==> src/rtl/tiny_riscv_mmio_pkg.sv <==
// Shared definitions for the tiny_riscv_mmio block: I/O register indices,
// byte-mask expansion and the hex-to-seven-segment decoder.
package tiny_riscv_mmio_pkg;

    localparam logic [2:0] REG_LED     = 3'd0;
    localparam logic [2:0] REG_SW      = 3'd1;
    localparam logic [2:0] REG_SW_EDGE = 3'd2;
    localparam logic [2:0] REG_SEG     = 3'd3;
    localparam logic [2:0] REG_TIMER   = 3'd4;

    localparam logic [6:0] SEG_ZERO = 7'b1000000;

    function automatic logic [31:0] expand_mask(input logic [3:0] wmask);
        return {{8{wmask[3]}}, {8{wmask[2]}}, {8{wmask[1]}}, {8{wmask[0]}}};
    endfunction

    // Active-low segments, bit 6 = g down to bit 0 = a.
    function automatic logic [6:0] hex_to_seg(input logic [3:0] hex);
        logic [6:0] seg;
        case (hex)
            4'h0:    seg = 7'b1000000;
            4'h1:    seg = 7'b1111001;
            4'h2:    seg = 7'b0100100;
            4'h3:    seg = 7'b0110000;
            4'h4:    seg = 7'b0011001;
            4'h5:    seg = 7'b0010010;
            4'h6:    seg = 7'b0000010;
            4'h7:    seg = 7'b1111000;
            4'h8:    seg = 7'b0000000;
            4'h9:    seg = 7'b0010000;
            4'hA:    seg = 7'b0001000;
            4'hB:    seg = 7'b0000011;
            4'hC:    seg = 7'b1000110;
            4'hD:    seg = 7'b0100001;
            4'hE:    seg = 7'b0000110;
            4'hF:    seg = 7'b0001110;
            default: seg = 7'b1111111;
        endcase
        return seg;
    endfunction

endpackage

==> src/rtl/tiny_riscv_mmio_debounce.sv <==
// One switch channel: two-flop synchroniser, stability counter and the
// accepted level, plus a pulse on the cycle a 0->1 change is accepted.
module tiny_riscv_debounce #(
    parameter int DEBOUNCE_CYCLES = 250000
) (
    input  logic i_Clk,
    input  logic i_Rst_N,
    input  logic i_raw,
    output logic o_stable,
    output logic o_rise
);

    localparam int CW = $clog2(DEBOUNCE_CYCLES);
    localparam logic [CW-1:0] CNT_LAST = CW'(DEBOUNCE_CYCLES - 1);
    localparam logic [CW-1:0] CNT_ONE  = CW'(1);

    logic          sync1_r;
    logic          sync2_r;
    logic          stable_r;
    logic [CW-1:0] cnt_r;
    logic          accept_s;

    assign accept_s = (sync2_r != stable_r) && (cnt_r == CNT_LAST);
    assign o_rise   = accept_s & sync2_r;
    assign o_stable = stable_r;

    // Synchronise the raw input and accept it only after it has held for the full window.
    always_ff @(posedge i_Clk) begin
        if (!i_Rst_N) begin
            sync1_r  <= 1'b0;
            sync2_r  <= 1'b0;
            stable_r <= 1'b0;
            cnt_r    <= {CW{1'b0}};
        end else begin
            sync1_r <= i_raw;
            sync2_r <= sync1_r;
            if (sync2_r == stable_r) begin
                cnt_r <= {CW{1'b0}};
            end else if (accept_s) begin
                stable_r <= sync2_r;
                cnt_r    <= {CW{1'b0}};
            end else begin
                cnt_r <= cnt_r + CNT_ONE;
            end
        end
    end

endmodule

==> src/rtl/tiny_riscv_mmio.sv <==
// Splits processor accesses into RAM or peripheral register accesses and
// owns the LEDs, debounced switches, seven-segment display and cycle timer.
module tiny_riscv_mmio
    import tiny_riscv_mmio_pkg::*;
#(
    parameter int N_LED           = 4,
    parameter int N_SW            = 4,
    parameter int DEBOUNCE_CYCLES = 250000,
    parameter int IO_SEL_BIT      = 22
) (
    input  logic              i_Clk,
    input  logic              i_Rst_N,
    input  logic [31:0]       i_mem_addr,
    input  logic              i_read_strobe,
    input  logic              i_write_strobe,
    input  logic [31:0]       i_mem_wdata,
    input  logic [3:0]        i_mem_wmask,
    output logic [31:0]       o_mem_rdata,
    output logic [31:0]       o_ram_addr,
    output logic              o_ram_read_strobe,
    output logic              o_ram_write_strobe,
    output logic [31:0]       o_ram_wdata,
    output logic [3:0]        o_ram_wmask,
    input  logic [31:0]       i_ram_rdata,
    input  logic [N_SW-1:0]   i_Switch,
    output logic [N_LED-1:0]  o_LED,
    output logic [6:0]        o_Segment1,
    output logic [6:0]        o_Segment2
);

    logic              io_sel_s;
    logic [2:0]        reg_idx_s;
    logic              io_wr_s;
    logic [31:0]       wm_s;
    logic [31:0]       rd_mux_s;
    logic [N_SW-1:0]   edge_clr_s;
    logic [N_SW-1:0]   stable_s;
    logic [N_SW-1:0]   rise_s;
    logic              unused_wmask_s;

    logic [N_LED-1:0]  led_r;
    logic [7:0]        seg_r;
    logic [N_SW-1:0]   sw_edge_r;
    logic [31:0]       timer_r;
    logic [31:0]       io_rdata_r;
    logic              io_flag_r;
    logic [6:0]        seg1_r;
    logic [6:0]        seg2_r;

    assign io_sel_s  = i_mem_addr[IO_SEL_BIT];
    assign reg_idx_s = i_mem_addr[4:2];
    assign io_wr_s   = i_write_strobe & io_sel_s;
    assign wm_s      = expand_mask(i_mem_wmask);
    assign unused_wmask_s = ^wm_s;

    assign o_ram_addr         = i_mem_addr;
    assign o_ram_read_strobe  = i_read_strobe & ~io_sel_s;
    assign o_ram_write_strobe = i_write_strobe & ~io_sel_s;
    assign o_ram_wdata        = i_mem_wdata;
    assign o_ram_wmask        = i_mem_wmask;

    assign o_mem_rdata = io_flag_r ? io_rdata_r : i_ram_rdata;
    assign o_LED       = led_r;
    assign o_Segment1  = seg1_r;
    assign o_Segment2  = seg2_r;

    genvar g;
    generate
        for (g = 0; g < N_SW; g++) begin : g_sw
            tiny_riscv_debounce #(
                .DEBOUNCE_CYCLES(DEBOUNCE_CYCLES)
            ) u_debounce (
                .i_Clk   (i_Clk),
                .i_Rst_N (i_Rst_N),
                .i_raw   (i_Switch[g]),
                .o_stable(stable_s[g]),
                .o_rise  (rise_s[g])
            );
        end
    endgenerate

    // I/O read data mux; narrow registers are zero-extended.
    always_comb begin
        rd_mux_s = 32'd0;
        case (reg_idx_s)
            REG_LED:     rd_mux_s = 32'(led_r);
            REG_SW:      rd_mux_s = 32'(stable_s);
            REG_SW_EDGE: rd_mux_s = 32'(sw_edge_r);
            REG_SEG:     rd_mux_s = {24'd0, seg_r};
            REG_TIMER:   rd_mux_s = timer_r;
            default:     rd_mux_s = 32'd0;
        endcase
    end

    // Write-1-to-clear bits for the sticky edge flags, honouring byte enables.
    always_comb begin
        edge_clr_s = {N_SW{1'b0}};
        if (io_wr_s && (reg_idx_s == REG_SW_EDGE)) begin
            edge_clr_s = i_mem_wdata[N_SW-1:0] & wm_s[N_SW-1:0];
        end else begin
            edge_clr_s = {N_SW{1'b0}};
        end
    end

    // Peripheral state; reads sample pre-write values, and a new edge beats a clear.
    always_ff @(posedge i_Clk) begin
        if (!i_Rst_N) begin
            led_r      <= {N_LED{1'b0}};
            seg_r      <= 8'd0;
            sw_edge_r  <= {N_SW{1'b0}};
            timer_r    <= 32'd0;
            io_rdata_r <= 32'd0;
            io_flag_r  <= 1'b0;
            seg1_r     <= SEG_ZERO;
            seg2_r     <= SEG_ZERO;
        end else begin
            timer_r <= timer_r + 32'd1;
            if (i_read_strobe) begin
                io_flag_r <= io_sel_s;
                if (io_sel_s) begin
                    io_rdata_r <= rd_mux_s;
                end
            end
            if (io_wr_s && (reg_idx_s == REG_LED)) begin
                led_r <= (led_r & ~wm_s[N_LED-1:0]) | (i_mem_wdata[N_LED-1:0] & wm_s[N_LED-1:0]);
            end
            if (io_wr_s && (reg_idx_s == REG_SEG)) begin
                seg_r <= (seg_r & ~wm_s[7:0]) | (i_mem_wdata[7:0] & wm_s[7:0]);
            end
            sw_edge_r <= (sw_edge_r & ~edge_clr_s) | rise_s;
            seg1_r    <= hex_to_seg(seg_r[7:4]);
            seg2_r    <= hex_to_seg(seg_r[3:0]);
        end
    end

endmodule

==> config.mk <==
export PLATFORM = sky130hd
export DESIGN_NAME = tiny_riscv_mmio
export DESIGN_NICKNAME = d
export VERILOG_FILES = /design/src/rtl/tiny_riscv_mmio_pkg.sv /design/src/rtl/tiny_riscv_mmio_debounce.sv /design/src/rtl/tiny_riscv_mmio.sv
export SDC_FILE = /design/constraint.sdc
export NUM_CORES = 1
export LEC_CHECK = 0
export CAP_MARGIN = 20
export CORE_UTILIZATION = 45
export CTS_CLUSTER_DIAMETER = 100
export DETAILED_ROUTE_END_ITERATION = 10
export GPL_TIMING_DRIVEN = 0
export PLACE_DENSITY = 0.75
export SLEW_MARGIN = 20
export SYNTH_ARGS = -nofsm -noshare
export SYNTH_HDL_FRONTEND = slang
export SYNTH_SLANG_ARGS = --single-unit
export TNS_END_PERCENT = 100
==> constraint.sdc <==
create_clock -name i_Clk -period 4.6 [get_ports i_Clk]
set_input_delay 0.92 -clock i_Clk [delete_from_list [all_inputs] [get_ports i_Clk]]
set_output_delay 0.92 -clock i_Clk [all_outputs]
set_load 0.05 [all_outputs]
# Yosys cells after proc, flatten, opt, wreduce, memory -nomap -nowiden
# Memories as Yosys holds them, arrays and structs flattened. A register that Yosys moved wholly into a read port is not among the register bits.
# Cells that the tools add are included.
[totals] inputBits=108 mem_bits_ro=224 mem_count=2 ram_bits=0 latchBits=0 register_bits=165 elab_cells=91 out_inout_bits=120
[mem_list] name="(no name shown)" words=16 word_bits=7 rd=1 rd_ports_with_merged_regs=1 write_ports=0 line_no="tiny_riscv_mmio_pkg.sv:20" source="case (hex)"
[mem_list] name="(no name shown)" words=16 word_bits=7 rd=1 rd_ports_with_merged_regs=1 write_ports=0 line_no="tiny_riscv_mmio_pkg.sv:20"
[classes] n_eq_ne=16 mux=3 n_reduce_logical=19 order_cmp=0 multipliers=0 n_div=0 shift=0 addsub=5 n_bitwise=24
[ops] op="$pmux 32 s5" count=1
[ops] op="$add 18x1->18 const B" count=4
[ops] op="$eq 18x18->1 const B" count=4
[ops] op="$add 32x1->32 const B" count=1
[ops] op="$mux 32" count=1
[ops] op="$and 8x8->8" count=2
[ops] op="$and 4x4->4" count=3
[ops] op="$reduce_or 3->1" count=4
[ops] op="$reduce_and 2->1" count=5
[ops] op="$not 4->4" count=2
[ops] op="$not 8->8" count=1
[ops] op="$or 4x4->4" count=2
[ops] op="$or 8x8->8" count=1
[ops] op="$and 1x1->1" count=7
[ops] op="$logic_and 1x1->1" count=7
[ops] op="$eq 3x2->1 const B" count=2
[ops] op="$not 1->1" count=6
[ops] op="$eq 1x1->1" count=4
[ops] op="$mux 4" count=1
[ops] op="$ne 1x1->1" count=4
[ops] op="$eq 3x1->1 const B" count=1
[ops] op="$eq 3x3->1 const B" count=1
[ops] op="$logic_not 3->1" count=1
[ops] op="$logic_not 1->1" count=2

# Longest topological paths before layout
# Gate-level depths: netlist of the first run.
[depth] word_depth=6 ltp_mapped=7 mapped_depth_nobuf=6

# By module
# A second synthesis of the first run with hierarchy kept.
[unflattened] hier_cells=1028 area_unflattened_um2=9042.4
[modules_own_cells] mod="tiny_riscv_mmio" n_inst=1 cells_each=580 area_per_inst_um2=5118.7 seq_area_each_um2=1901.8
[modules_own_cells] mod="tiny_riscv_debounce" n_inst=4 cells_each=112 area_per_inst_um2=980.9 seq_area_each_um2=420.4

# Worst setup path before layout of the first run
# OpenSTA, ideal clock, no wires.
[synth_path] path_type="in2out" start="input port i_read_strobe" end="output port o_ram_read_strobe" required_ns=3.680 setup_slack_ns=2.053 cell_stages=1 path_buffers=0 t_arrival_ns=1.627 path_cell_list="nor2b_1"
[synth_via] elab_chain_cells=1
[synth_lines] item="from (decl)" line_no="tiny_riscv_mmio.sv:14" source="input logic i_read_strobe,"
[synth_lines] item="$and 1x1->1" line_no="tiny_riscv_mmio.sv:57" source="assign o_ram_read_strobe = i_read_strobe & ~io_sel_s;"
[synth_lines] item="to (decl)" line_no="tiny_riscv_mmio.sv:20" source="output logic o_ram_read_strobe,"
# No other way between the ends.

# Worst setup path after layout of the first run
[layout_path] start="register io_flag_r" end="output port o_mem_rdata[7]"
[layout_via] elab_chain_cells=1
[layout_lines] item="from (decl)" line_no="tiny_riscv_mmio.sv:46" source="logic io_flag_r;"
[layout_lines] item="from (signal assigned)" line_no="tiny_riscv_mmio.sv:119" source="io_flag_r <= io_sel_s;"
[layout_lines] item="$mux 32" line_no="tiny_riscv_mmio.sv:62" source="assign o_mem_rdata = io_flag_r ? io_rdata_r : i_ram_rdata;"
[layout_lines] item="to (decl)" line_no="tiny_riscv_mmio.sv:18" source="output logic [31:0] o_mem_rdata,"
# No other way between the ends.

==> results by group, run 1 <==
Power
  – Clock Power Share: 41.3%
  – Cell Int Power: 2.607 mW
  – Power Dens Cells: 307.8 mW/mm2
  – Sequential power share: 44.6%
  – Switching power: 0.9151 mW
  – Total power draw: 3.522 mW
  – Comb power frac: 14.2%
  – Sw Ratio: 25.98%
  – Leakage Power: 4.030 nW
  – Max IR drop VDD: 0.2889 mV

Worst hold path
  – Hold Path End: g_sw[3].u_debounce.sync2_r$_SDFF_PN0_
  – HP Start: g_sw[3].u_debounce.sync1_r$_SDFF_PN0_
  – Hold Path Class: reg -> reg
  – Hold Path Depth: 1

Floorplan
  – I/O Pins: 228
  – Die Area: 0.02012 mm2
  – Row cnt: 50
  – CORE AREA: 0.01896 mm2
  – Die Ht: 141.9 um
  – Die X: 141.9 um
  – Starting density of the core: 46.44%

Detailed routing
  – DRT Pass-1 Iters: 6
  – Initial drt markers: 467
  – Antenna Nets Post-Route: 0
  – Post-DR wirelength/cell: 14.40 um
  – Via count: 7845
  – WL final: 21.13 mm
  – # DRC: 0
  – Via-to-Cell Ratio: 5.344

Setup path
  – Reg-to-Reg Start: timer_r[0]$_SDFF_PN0_
  – FF-to-FF End: timer_r[30]$_SDFF_PN0_
  – CP Data Arrival Time: 2.65 ns
  – Setup crit start kind: flop
  – Crit path buffers/inverters: 3
  – CP max stage delay: 0.70 ns
  – FF-to-FF setup slack: 2.34 ns
  – CP Cell Sequence: clkbuf_1, clkbuf_1, mux2_2, clkdlybuf4s50_1
  – CP Max Fanout: 10
  – CP max stage cell: clkdlybuf4s50_1
  – Crit path kind: reg -> out
  – Top delay family on crit path: buffers and inverters
  – R2R depth: 5
  – Worst Setup End Kind: output port
  – Most frequent CP cell: clkbuf_1
  – Worst EP required: 3.68 ns

Synth
  – Mapped Area: 0.008802 mm2
  – Netlist cell types: 57
  – Ys async rst share: 0%
  – Post-synth EDFFs: 0
  – #FFs+latches synth: 179
  – Synth warn: 0
  – Yosys top cell by area: dfxtp_1
  – Synth top area share: 40.71%
  – Count leader, synth: dfxtp_1
  – Synth area leaders: dfxtp_1 (41%), buf_4 (5.8%), nor2_1 (5.2%)
  – Post-Synthesis Cells: 1004
  – Dominant synthesized flop cell: dfxtp_1
  – Commonest cells post-synth: dfxtp_1 (179), nor2_1 (123), buf_4 (68)
  – Syn_nets: 1129
  – Avg Synthesized Cell Area: 8.767 um2
  – Seq/Total Area, Yosys: 40.71%

Clocking
  – Inserted Clock Buffers: 17
  – # resized after CTS: 0
  – Worst skew pair latency: 0.43 ns
  – CTS tree: done
  – Post CTS Setup Buffer Count: 0
  – CTS Buffer Depth: 2
  – Reg clk slew, reported paths: 0.07 ns
  – Root Driver: clkbuf_16
  – Hold Buf Count CTS: 0
  – H-tree Lvls: 4
  – Sink Count: 179

Timing
  – Fin. Hold Viols: 0
  – Slew @ Worst Pin: 0.6817 ns
  – Slew Limit Headroom: 54.55%
  – Fmax: 280.5 MHz
  – Setup violators final: 0
  – Fin Clk Skew: 0.008614 ns
  – Tcrit/Tclk final: 77.50%
  – Final-report max-slew violation count: 0
  – Setup TNS: 0 ns
  – Min Tclk post-route: 3.565 ns
  – RSZ-0062 raised after global routing: false

Placed design
  – HPWL Detailed: 15.40 mm
  – Port bufs: 172
  – Gpl congestion: 0.8505

Layout
  – Net count, final: 1320
  – Layout area overhead: 30.02%
  – Finished Core Util: 60.38%
  – Antenna cells: 0
  – Share of cells above drive strength 1: 13.08%

Outcome
  – Status: finished, final reports clean

Global route
  – Vias in the first global route: 7117
  – Largest net degree at the start of global routing: 17
  – Initial antenna violation count: 0
  – Gr usage total: 20.99%
  – Global-route wire length before repair: 34.16 mm
  – Congestion Overflow GR: 0

Flow run
  – Max cap viols: 0
==> layout make-up <==
type / instances / area (um2)
clock inverter: 12 / 128.9
tap: 260 / 325.3
sequential: 179 / 3583
buffer: 115 / 713.2
timing repair buffer: 172 / 1722
inverter: 19 / 71.32
multi-input combinational: 691 / 4434
clock buffer: 20 / 466.7
fill: 1653 / 7511
==> cells by family after synthesis <==
kind of cell             after synthesis  share of synthesized area (%)
AND/OR/NAND/NOR                      386                          22.83
flip-flops                           179                          40.71
AO/OA/AOI/OAI                        175                          12.67
buffers and inverters                134                          8.912
XOR/XNOR                              62                          6.169
multiplexers                          51                          6.297
adder cells (fa/ha/maj)               17                          2.416
==> routing by layer <==
metal,up-vias,part of all wire [%],global-route usage (%)
li1,3893,-,-
met1,3666,44,26.43
met2,256,48,35.57
met3,30,6.4,3.847
met4,0,2.0,8.036
met5,-,0,0
==> metrics by stage <==
step	cell area (um2)	worst slack, ns	hold WS [ns]	std cells
CTS	11440	1.019	0.4328	1468
global route	11440	0.9431	0.4553	1468
finish	11440	1.035	0.4308	1468
global placement	10850	1.173	0.4133	1436
detailed placement	10850	1.186	0.4185	1436
floorplan	8802	2.053	0.4119	1004
==> worst reg2reg max path: stages, from the launching register on <==
cell and delay (ns):
dfxtp_1 0.41, ha_1 0.31, nand4_1 0.32, nand4bb_1 0.47, or4_1 0.55, a21oi_1 0.15
==> power groups by stage <==
| stage | registers [mW] | clock network, mW | logic (mW) |
|---|---|---|---|
| 2_1_floorplan | 1.61 | 0 | 0.321 |
| 3_3_place_gp | 1.60 | 0 | 0.494 |
| 3_5_place_dp | 1.60 | 0 | 0.499 |
| 4_1_cts | 1.57 | 1.47 | 0.501 |
| 5_1_grt | 1.57 | 1.54 | 0.521 |
| 6_report | 1.57 | 1.45 | 0.499 |
==> sequential cells by signal, indices dropped and copies added (netlist names), named ones only <==
register	flops
g_sw.u_debounce.cnt_r	72
io_rdata_r	32
timer_r	32
o_Segment1	7
o_Segment2	7
g_sw.u_debounce.o_stable	4
g_sw.u_debounce.sync1_r	4
g_sw.u_debounce.sync2_r	4
sw_edge_r	4
io_flag_r	1
==> cell usage in the layout, fill, tap and decap left out, types with 35 or more instances in the layout <==
cell type	synthesis	layout
o21ai_0	40	40
nand3_1	37	37
nor2_1	123	123
clkdlybuf4s50_1	0	172
xor2_1	37	37
mux2_2	35	35
a21oi_1	57	57
nand2_1	57	57
clkbuf_1	35	35
dfxtp_1	179	179
buf_4	68	68
==> how the worst max path moves through the flow <==
| stage | cells after the start | end | startpoint |
|---|---|---|---|
| floorplan | 1 | o_ram_read_strobe | i_read_strobe |
| global placement | 3 | o_ram_addr[4] | i_mem_addr[4] |
| detailed placement | 3 | o_ram_addr[4] | i_mem_addr[4] |
| CTS | 4 | o_mem_rdata[2] | io_flag_r$_SDFFE_PN0P_ |
| global route | 4 | o_mem_rdata[3] | io_flag_r$_SDFFE_PN0P_ |
| finish | 4 | o_mem_rdata[7] | io_flag_r$_SDFFE_PN0P_ |
Note: power is estimated with default switching activity, not from simulation.
==> run 2: changes to the inputs <==
--- a/config.mk
+++ b/config.mk
@@ -10,7 +10,7 @@
 export CTS_CLUSTER_DIAMETER = 100
 export DETAILED_ROUTE_END_ITERATION = 10
 export GPL_TIMING_DRIVEN = 0
-export PLACE_DENSITY = 0.75
+export PLACE_DENSITY = 0.78
 export SLEW_MARGIN = 20
 export SYNTH_ARGS = -nofsm -noshare
 export SYNTH_HDL_FRONTEND = slang
==> constraint.sdc (replaced) <==
create_clock -name i_Clk -period 3.1 [get_ports i_Clk]
set_input_delay 0.62 -clock i_Clk [delete_from_list [all_inputs] [get_ports i_Clk]]
set_output_delay 0.62 -clock i_Clk [all_outputs]
set_load 0.05 [all_outputs]
==> results by group, run 2 (same netlist as run 1, synthesis figures left out) <==
Detailed routing
  – Via count: 7891 (+0.59%)
  – Antenna Nets Post-Route: 0 (unchanged)
  – WL final: 21.57 mm (+2.1%)
  – Initial drt markers: 575 (+23%)
  – DRT Pass-1 Iters: 5 (-1)
  – Post-DR wirelength/cell: 14.69 um (+2.1%)
  – Via-to-Cell Ratio: 5.375 (+0.59%)
  – # DRC: 0 (unchanged)

Power
  – Switching power: 1.398 mW (+53%)
  – Leakage Power: 4.348 nW (+7.9%)
  – Power Dens Cells: 466.2 mW/mm2 (+51%)
  – Clock Power Share: 43.1% (+1.8 points)
  – Comb power frac: 13.7% (-0.5 points)
  – Max IR drop VDD: 0.4059 mV (+41%)
  – Sequential power share: 43.2% (-1.4 points)
  – Sw Ratio: 25.93% (-0.048 points)
  – Cell Int Power: 3.993 mW (+53%)

Placed design
  – HPWL Detailed: 15.74 mm (+2.2%)
  – Post-Place Cell Area: 0.01085 mm2 (unchanged)
  – Port bufs: 172 (unchanged)
  – Gpl congestion: 0.8638 (+1.6%)

Worst hold path
  – HP Start: g_sw[2].u_debounce.sync1_r$_SDFF_PN0_
  – Hold Path Class: reg -> reg

Outcome
  – Status: finished, final reports clean

Floorplan
  – Row cnt: 50 (unchanged)
  – Starting density of the core: 46.44% (unchanged)
  – CORE AREA: 0.01896 mm2 (unchanged)
  – Die Ht: 141.9 um (unchanged)
  – Die Area: 0.02012 mm2 (unchanged)
  – Die X: 141.9 um (unchanged)
  – I/O Pins: 228 (unchanged)

Clocking
  – Inserted Clock Buffers: 17 (unchanged)
  – CTS tree: done
  – CTS Buffer Depth: 2 (unchanged)
  – Hold Buf Count CTS: 0 (unchanged)
  – H-tree Lvls: 4 (unchanged)
  – Reg clk slew, reported paths: 0.07 ns (about the same)
  – Root Driver: clkbuf_16
  – Sink Count: 179 (unchanged)
  – Worst skew pair latency: 0.44 ns (about the same)

Timing
  – RSZ-0062 raised after global routing: false
  – Slew @ Worst Pin: 0.6962 ns (+0.01446 ns)
  – Fin Clk Skew: 0.007031 ns (-0.001584 ns)
  – Min Tclk post-route: 2.873 ns
  – Fmax: 348.1 MHz
  – Fin. Hold Viols: 0 (unchanged)
  – Setup TNS: 0 ns (unchanged)
  – Setup violators final: 0 (unchanged)
  – Final-report max-slew violation count: 0 (unchanged)
  – Slew Limit Headroom: 53.59% (-0.96 points)
  – Tcrit/Tclk final: 92.68%

Global route
  – Global-route wire length before repair: 34.21 mm (+0.16%)
  – Congestion Overflow GR: 0 (unchanged)
  – Initial antenna violation count: 0 (unchanged)
  – Vias in the first global route: 7158 (+0.58%)
  – Gr usage total: 21.16% (+0.17 points)
  – Largest net degree at the start of global routing: 17 (unchanged)

Flow run
  – Max cap viols: 0 (unchanged)

Layout
  – Most frequent cells in the layout: dfxtp_1 (179), clkdlybuf4s50_1 (142), nor2_1 (123)
  – Largest Register: g_sw.u_debounce.cnt_r
  – Net count, final: 1320 (unchanged)
  – Layout area overhead: 31.39%
  – Share of cells above drive strength 1: 13.33% (+0.25 points)
  – Most common cell after layout, fill and taps aside: dfxtp_1
  – Top Registers: g_sw.u_debounce.cnt_r (72), io_rdata_r (32), timer_r (32)
  – Flip-flop count of the largest register after layout: 72 (unchanged)
  – Finished Cell Area: 0.01156 mm2 (+1.0%)
  – Antenna cells: 0 (unchanged)

Setup path
  – Setup crit start: i_mem_addr[22]
  – Worst Setup End Kind: output port
  – Setup crit start kind: input pin
  – CP Data Arrival Time: 2.25 ns (-0.40 ns)
  – Worst EP required: 2.48 ns (-1.20 ns)
  – Reg-to-Reg Start: timer_r[0]$_SDFF_PN0_
  – CP Max Fanout: 6 (-4)
  – Crit path kind: in -> out
## run 2: changes by cell type in the layout (fill, tap and decap cells not counted), moves of 2 or more
cell / delta
clkbuf_2: +3
bufinv_16: +2
dlymetal6s2s_1: +29
clkinvlp_4: +4
clkinv_2: -4
clkdlybuf4s50_1: -30
clkbuf_1: -3
clkbuf_8: -2
## run 2: critical path, stage by stage
cell and delay (ns):
clkdlybuf4s50_1 0.67, buf_4 0.17, clkdlybuf4s50_1 0.79
## run 2: final timing paths
path              slack [ns]  cells after the start                                    end
hold / removal          0.44                      1  g_sw[2].u_debounce.sync2_r$_SDFF_PN0_
hold reg to reg         0.44                      1  g_sw[2].u_debounce.sync2_r$_SDFF_PN0_
setup / recovery        0.23                      3                         o_ram_addr[22]
setup reg to reg        0.83                      5                 timer_r[30]$_SDFF_PN0_
## run 2: final cells by class
| class | instances | area (um2) |
|---|---|---|
| inverter | 19 | 71.32 |
| sequential | 179 | 3583 |
| clock inverter | 14 | 201.4 |
| fill | 1626 | 7391 |
| tap | 260 | 325.3 |
| multi-input combinational | 691 | 4434 |
| buffer | 115 | 716.9 |
| clock buffer | 18 | 439.2 |
| timing repair buffer | 172 | 1793 |
## run 2: repair_timing
| action | in CTS | in global routing |
|---|---|---|
| resized for setup | 4 | 29 |
| pin swaps | 0 | 0 |
| setup buffers | 0 | 0 |
| endpoints found under the setup margin | 30 | 29 |
## run 2: through the flow
| step | setup WS (ns) | cells | hold slack (ns) | total power [mW] | util [%] |
|---|---|---|---|---|---|
| after detailed placement | 0.2322 | 1436 | 0.4192 | 3.123 | 57.23 |
| after floorplan | 1.152 | 1004 | 0.4119 | 2.860 | - |
| after global routing | 0.2020 | 1468 | 0.4601 | 5.551 | 61.01 |
| final | 0.2270 | 1468 | 0.4410 | 5.391 | 61.01 |
| after CTS | 0.0007041 | 1468 | 0.4404 | 5.425 | 60.63 |
| after global placement | 0.2340 | 1436 | 0.4159 | 3.116 | 57.23 |
## run 2: power groups by stage
stage / Clock (mW) / Combinational, mW / Sequential [mW]
final: 2.32 / 0.738 / 2.33
after floorplan: 0 / 0.476 / 2.38
after global routing: 2.45 / 0.773 / 2.33
after global placement: 0 / 0.735 / 2.38
after CTS: 2.35 / 0.744 / 2.33
after detailed placement: 0 / 0.742 / 2.38
## run 2: per-layer routing
| metal | up-vias | global-route usage, % | part of all wire (%) | wire, um |
|---|---|---|---|---|
| li1 | 3902 | - | - | - |
| met1 | 3671 | 26.72 | 44 | 9428 |
| met2 | 279 | 34.90 | 48 | 10310 |
| met3 | 39 | 4.421 | 6.1 | 1315 |
| met4 | 0 | 9.055 | 2.4 | 514 |
| met5 | - | 0 | 0 | 0 |
